[src/rtl/sync_bus.sv]
// ----------------------------------------------------------------------------
// sync_bus
//
// Brings WIDTH independent asynchronous level signals into the clk domain.
// Each bit has its own flop chain, an optional stability filter and a rise /
// fall edge detector. Bits are never treated as a coherent word, so this block
// is meant for buttons, status lines and slow control bits. It is not meant for
// data buses.
//
// Build option:
//   SYNC_BUS_FILTER_EN  When defined, a per-bit stability filter is compiled
//                       in. A new level must sit at the end of the chain for
//                       FILTER_CNT consecutive edges before sync_out follows it.
//                       When undefined, sync_out is the chain end and
//                       FILTER_CNT is ignored. The ports are the same in both
//                       builds.
//
// Parameters:
//   WIDTH       number of independent bits
//   STAGES      synchronizer flops per bit (>= 2)
//   RESET_VAL   reset value of every flop belonging to bit i is RESET_VAL[i]
//   FILTER_CNT  cycles a new level must persist (>= 1, filter build only)
//
// Ports:
//   clk         single clock, rising edge
//   rst_n       asynchronous active-low reset
//   async_in    asynchronous level inputs
//   sync_out    synchronized (and optionally filtered) levels
//   rise_pulse  one-cycle pulse per bit on a 0->1 change of sync_out
//   fall_pulse  one-cycle pulse per bit on a 1->0 change of sync_out
//   any_change  OR of every rise_pulse and fall_pulse bit
// ----------------------------------------------------------------------------
module sync_bus #(
    parameter int               WIDTH      = 8,
    parameter int               STAGES     = 2,
    parameter logic [WIDTH-1:0] RESET_VAL  = '0,
    parameter int               FILTER_CNT = 4
) (
    input  logic             clk,
    input  logic             rst_n,
    input  logic [WIDTH-1:0] async_in,
    output logic [WIDTH-1:0] sync_out,
    output logic [WIDTH-1:0] rise_pulse,
    output logic [WIDTH-1:0] fall_pulse,
    output logic             any_change
);

    // Reject illegal configurations at elaboration, before any logic is built.
    if (STAGES < 2) begin : g_bad_stages
        $error("sync_bus: STAGES must be at least 2");
    end
    if (FILTER_CNT < 1) begin : g_bad_filter_cnt
        $error("sync_bus: FILTER_CNT must be at least 1");
    end

    // ------------------------------------------------------------------------
    // Synchronizer chain. Only sync_q[0] samples async_in directly, so it is
    // the only flop that can go metastable. The later stages give it time to
    // resolve before anything downstream uses the value.
    // ------------------------------------------------------------------------
    logic [WIDTH-1:0] sync_q [STAGES];
    logic [WIDTH-1:0] sync_d [STAGES];
    logic [WIDTH-1:0] chain_end;

    // NOTE: every element of sync_d is written on every pass through this
    // block. Leaving any path without an assignment would infer a latch.
    always_comb begin
        sync_d[0] = async_in;
        for (int k = 1; k < STAGES; k++) begin
            sync_d[k] = sync_q[k-1];
        end
    end

    // NOTE: the chain is an array of flops, not a RAM, so every stage is
    // reset. A stage left unreset could hold a stale level that ripples out as
    // a false edge after reset is released.
    always_ff @(posedge clk or negedge rst_n) begin
        if (!rst_n) begin
            for (int k = 0; k < STAGES; k++) begin
                sync_q[k] <= RESET_VAL;
            end
        end else begin
            // NOTE: use non-blocking assignments so that each stage takes the
            // value its neighbour held before the edge. Blocking assignments
            // would collapse the chain into a single flop.
            for (int k = 0; k < STAGES; k++) begin
                sync_q[k] <= sync_d[k];
            end
        end
    end

    assign chain_end = sync_q[STAGES-1];

`ifdef SYNC_BUS_FILTER_EN
    // ------------------------------------------------------------------------
    // Stability filter. Each bit has its own counter of consecutive cycles in
    // which the chain end has disagreed with the accepted level. The counter is
    // cleared when the two agree, and also at the moment a new level is
    // accepted. It therefore never exceeds FILTER_CNT-1, so it cannot saturate
    // or wrap.
    // ------------------------------------------------------------------------
    localparam int               CNT_W    = $clog2(FILTER_CNT + 1);
    localparam logic [CNT_W-1:0] CNT_LAST = CNT_W'(FILTER_CNT - 1);

    logic [WIDTH-1:0] filt_q;
    logic [WIDTH-1:0] filt_d;
    logic [CNT_W-1:0] cnt_q [WIDTH];
    logic [CNT_W-1:0] cnt_d [WIDTH];

    always_comb begin
        filt_d = filt_q;
        for (int i = 0; i < WIDTH; i++) begin
            cnt_d[i] = cnt_q[i];
            if (chain_end[i] == filt_q[i]) begin
                cnt_d[i] = '0;
            end else if (cnt_q[i] == CNT_LAST) begin
                // The new level has now been seen on FILTER_CNT consecutive
                // edges, including this one, so accept it.
                filt_d[i] = chain_end[i];
                cnt_d[i]  = '0;
            end else begin
                cnt_d[i] = cnt_q[i] + CNT_W'(1);
            end
        end
    end

    always_ff @(posedge clk or negedge rst_n) begin
        if (!rst_n) begin
            filt_q <= RESET_VAL;
            for (int i = 0; i < WIDTH; i++) begin
                cnt_q[i] <= '0;
            end
        end else begin
            filt_q <= filt_d;
            for (int i = 0; i < WIDTH; i++) begin
                cnt_q[i] <= cnt_d[i];
            end
        end
    end

    assign sync_out = filt_q;
`else
    assign sync_out = chain_end;
`endif

    // ------------------------------------------------------------------------
    // Edge detection. prev_q holds the level of sync_out from one cycle
    // earlier. prev_q resets to the same value as sync_out, so no pulse is
    // produced when reset is asserted or released. The pulses are decoded only
    // from flops, so async_in has no combinational path to any output.
    // ------------------------------------------------------------------------
    logic [WIDTH-1:0] prev_q;
    logic [WIDTH-1:0] prev_d;

    always_comb begin
        prev_d = sync_out;
    end

    always_ff @(posedge clk or negedge rst_n) begin
        if (!rst_n) begin
            prev_q <= RESET_VAL;
        end else begin
            prev_q <= prev_d;
        end
    end

    assign rise_pulse = sync_out & ~prev_q;
    assign fall_pulse = ~sync_out & prev_q;
    assign any_change = |(rise_pulse | fall_pulse);

endmodule

[config.mk]
export PLATFORM = sky130hd
export DESIGN_NAME = sync_bus
export DESIGN_NICKNAME = d
export VERILOG_FILES = /design/src/rtl/sync_bus.sv
export SDC_FILE = /design/constraint.sdc
export NUM_CORES = 1
export LEC_CHECK = 0
export ABC_AREA = 1
export CAP_MARGIN = 20
export CORE_ASPECT_RATIO = 1.25
export CORE_UTILIZATION = 37
export DETAILED_ROUTE_END_ITERATION = 10
export HOLD_SLACK_MARGIN = 0.1
export PLACE_DENSITY = 0.72
export SYNTH_ARGS = -nofsm -noshare
export SYNTH_HDL_FRONTEND = slang
export SYNTH_SLANG_ARGS = --single-unit
export TNS_END_PERCENT = 30
[constraint.sdc]
create_clock -name clk -period 0.97 [get_ports clk]
set_input_delay 0.1455 -clock clk [delete_from_list [all_inputs] [get_ports clk]]
set_output_delay 0.1455 -clock clk [all_outputs]
set_load 0.05 [all_outputs]
Yosys cells after proc, flatten, opt, wreduce, memory -nomap -nowiden:

Index checks and enable logic that the tools add are counted.

* flip-flop bits (word level): 24
* output and inout bits: 25

* reduce and logical (&&, ||, !) cells: 1
* bitwise operators: 5

Operator list (count)
* 8-bit AND: 2
* 8-bit NOT: 2
* 8-bit bitwise OR: 1
* 8-bit OR reduction: 1

Depth between registers and ports, before layout:

* word-level depth: 4
* gate-level depth with buffers: 5
* depth with buffers taken out: 5

Least setup slack after synthesis:

Ideal clock, no wire load.

* path kind: register to output
* start: register sync_q, in the netlist sync_out[1]
* end: output any_change
* data required time: 0.824 ns
* slack: -0.625 ns
* cell stages (with the launch flop): 6
* arrival time: 1.450 ns
* path buffers: 0
* cell sequence: dfrtp_1 inv_1 ha_1 nand2_1 nor2_1 nand2_1

* cells in the longest elaborated chain, start to end: 4
* elaborated cells between the ends (all ways): 5
* those cells by class: bitwise (4); reduce/logical (1)

RTL lines
* from (decl): RTL line 61 `logic [WIDTH-1:0] sync_q [STAGES];`
* from (signal, indexed assignment): RTL line 87 `sync_q[k] <= sync_d[k];`
* 8-bit NOT: RTL line 168 `assign fall_pulse = ~sync_out & prev_q;`
* 8-bit AND: RTL line 168
* 8-bit bitwise OR (*): RTL line 169 `assign any_change = |(rise_pulse | fall_pulse);`
* 8-bit OR reduction (*): RTL line 169
* to (decl): RTL line 45 `output logic any_change`

Every way passes the cells marked *; elsewhere a longest branch is shown, timed or not.

Worst setup path after layout:

* start: register prev_q[3]
* end: output any_change

* cells in the longest elaborated chain, start to end: 4
* elaborated cells between the ends (all ways): 5
* those cells by class: bitwise (4); reduce/logical (1)

RTL lines
* from (decl): RTL line 152 `logic [WIDTH-1:0] prev_q;`
* from (signal assigned): RTL line 163 `prev_q <= prev_d;`
* 8-bit NOT: RTL line 167 `assign rise_pulse = sync_out & ~prev_q;`
* 8-bit AND: RTL line 167
* 8-bit bitwise OR (*): RTL line 169
* 8-bit OR reduction (*): RTL line 169

Marks and branches as above.

==> results.txt <==
initial core utilization -> 39.7%
CTS sink count -> 24
flops & latches, synth -> 24
Total Wirelength -> 2710 um
max_slew headroom -> 88.5%
drt initial violations -> 4
Final nets -> 143
CTS tree -> yes
Chip Width -> 45.8 um
detailed placement HPWL -> 1350 um
Static Leak -> 0.000871 uW
top post-synthesis cells by count -> dfrtp_1, ha_1, inv_1
Final Hold Viols -> 0
hold crit path type -> in -> async
Final Slew Violations -> 0
synth top area cells -> dfrtp_1, ha_1, inv_1, nand2_1, nor2_1
crit-path max FO -> 2
latest clock arrival within the worst-skew pair -> 0.31 ns
placed insts -> 138
post-synthesis async set-or-reset flop share -> 100%
first-pass GRT wire length -> 3530 um
Syn Area/Cell -> 14.1 sq um
Syn. warnings -> 0
required time of the critical path -> 0.82 ns
drt pass-1 iters -> 2
most frequent cell after synthesis -> dfrtp_1
Setup TNS -> -8.12 ns
Die H -> 56.7 um
slowest CP cell -> dfrtp_1
Worst Max-Slew Pin Slew -> 0.173 ns
Final min period -> 1.60 ns
layout cells sized above 1 -> 71.6%
DR vias -> 643
post-DR wirelength/cell -> 18.4 um
Synth area leader -> dfrtp_1
Finished Cell Area -> 1960 sq um
H-tree Lvls -> 1
synthesized area -> 887 sq um
CP delay by family, top -> flip-flops
port bufs -> 34
Syn-to-layout area delta -> 121%
CP dominant cell by count -> nand2_2
Final Non-Filler Cells -> 147
vias in the first global route -> 743
maximum clock path buffer count -> 2
DIE AREA -> 2600 sq um
Worst Skew -> 0.0126 ns
failing checks -> negative setup slack
Clk pin slew, worst setup/hold paths -> 0.14 ns
initial antenna violation count -> 0
IO Pins -> 35
crit path DAT -> 1.45 ns
CP Class -> reg -> out
Mapped Cells -> 63
critical path cell sequence -> ha_4 > nand2_2 > nor2_2 > nand2_2 > buf_12
fmax -> 626 MHz
setup ws final -> -0.628 ns
Setup crit start kind -> register
ant diodes -> 0
Post-synth EDFFs -> 0
CTS Root Cell -> clkbuf_4
VDD IR max -> 1550 uV
sequential area share after synthesis -> 67.7%
CTS buffer count -> 3
GP Congestion -> 0.636
Setup WS pre-CTS -> -0.257 ns
Vias/cell -> 4.37
WP buf/inv -> 1
max-capacitance violation count -> 0
DRC Markers -> 0
Synth cell types -> 5
post-route ant nets -> 0
CP peak stage delay -> 0.46 ns
pwr dens -> 1320 nW/um^2
largest net degree at the start of global routing -> 25
share of the synthesized area in the top cell type -> 67.7%
status -> finished, violations left
Remaining Overflow, GRT -> 0
Core ar. -> 2230 sq um
std cell rows -> 19
Total GRT Usage -> 19.8%
Finished Core Util -> 87.7%
crit share post-route -> 165%
placed instance area -> 1630 sq um
primary flip-flop cell chosen by synthesis mapping -> dfrtp_1
syn_nets -> 89
final setup vio count -> 25
CP endpoint kind -> output port
RSZ-0062 raised after global routing -> yes
-- per-stage QoR --
| stage | hold slack (ns) | power [uW] |
|---|---|---|
| after floorplan | -0.150 | 1370 |
| after global placement | 0.332 | 1700 |
| after detailed placement | 0.335 | 1720 |
| after CTS | 0.161 | 2490 |
| after global routing | 0.135 | 2680 |
| final | 0.149 | 2580 |
-- sequential cells by signal, indices dropped and copies added (netlist names) --
| name | count |
|---|---|
| prev_q | 8 |
| sync_out | 8 |
| sync_d | 8 |
-- cell type report --
cell class | count | area [sq um]
repair buffers | 49 | 757
flip-flops and latches | 24 | 611
multi-input cells | 23 | 442
fillers | 94 | 274
inverters | 16 | 60.1
well taps | 31 | 38.8
clock inverters | 1 | 30.0
clock buffers | 3 | 22.5
-- timing repair --
action	CTS	global route
resized for setup	25	18
pin swaps	6	12
hold buffers	0	0
setup buffers	1	8
setup endpoints to repair	25	25
-- path summary, 6_finish.rpt --
check	startpoint	cells past startpoint	end	slack (ns)
worst max-delay path	prev_q[3]$_DFF_PN0_	5	any_change	-0.63
worst min-delay path	rst_n	2	prev_q[2]$_DFF_PN0_	0.15
worst max register to register	sync_out[0]$_DFF_PN0_	2	prev_q[0]$_DFF_PN0_	0.18
worst min register to register	sync_d[5]$_DFF_PN0_	0	sync_out[5]$_DFF_PN0_	0.37
max in group asynchronous	rst_n	2	sync_out[6]$_DFF_PN0_	0.65
min in group clk	async_in[0]	1	sync_d[0]$_DFF_PN0_	0.25
-- cell families (layout without fill, tap and decap cells) --
logic type	after synthesis	after routing	share of synthesized area (%)
buffers and inverters	16	69	6.77
and+or+nand+nor	7	7	2.96
DFF	24	24	67.7
adders and majority gates	16	16	22.6
-- per-layer routing --
| layer | GRT usage (%) | vias up | wire, um |
|---|---|---|---|
| met1 | 19.2 | 331 | 885 |
| li1 | - | 290 | - |
| met2 | 39.8 | 20 | 1740 |
| met4 | 5.04 | 0 | 23 |
| met5 | 0 | - | 0 |
| met3 | 3.22 | 2 | 63 |
-- layout by cell type (no fill, tap or decap), drive strengths merged --
| cell type | synthesis | layout |
|---|---|---|
| ha | 16 | 16 |
| nor2 | 2 | 2 |
| inv | 16 | 16 |
| clkdlybuf4s50 | 0 | 9 |
| nand2 | 5 | 5 |
| clkbuf | 0 | 3 |
| dfrtp | 24 | 24 |
| bufinv | 0 | 1 |
| buf | 0 | 40 |
-- power by group --
group          total, uW  switching (uW)  internal (uW)
logic                763             378            385
registers           1100            45.3           1050
clock network        722             305            417
Note: power is estimated with default switching activity, not from simulation.
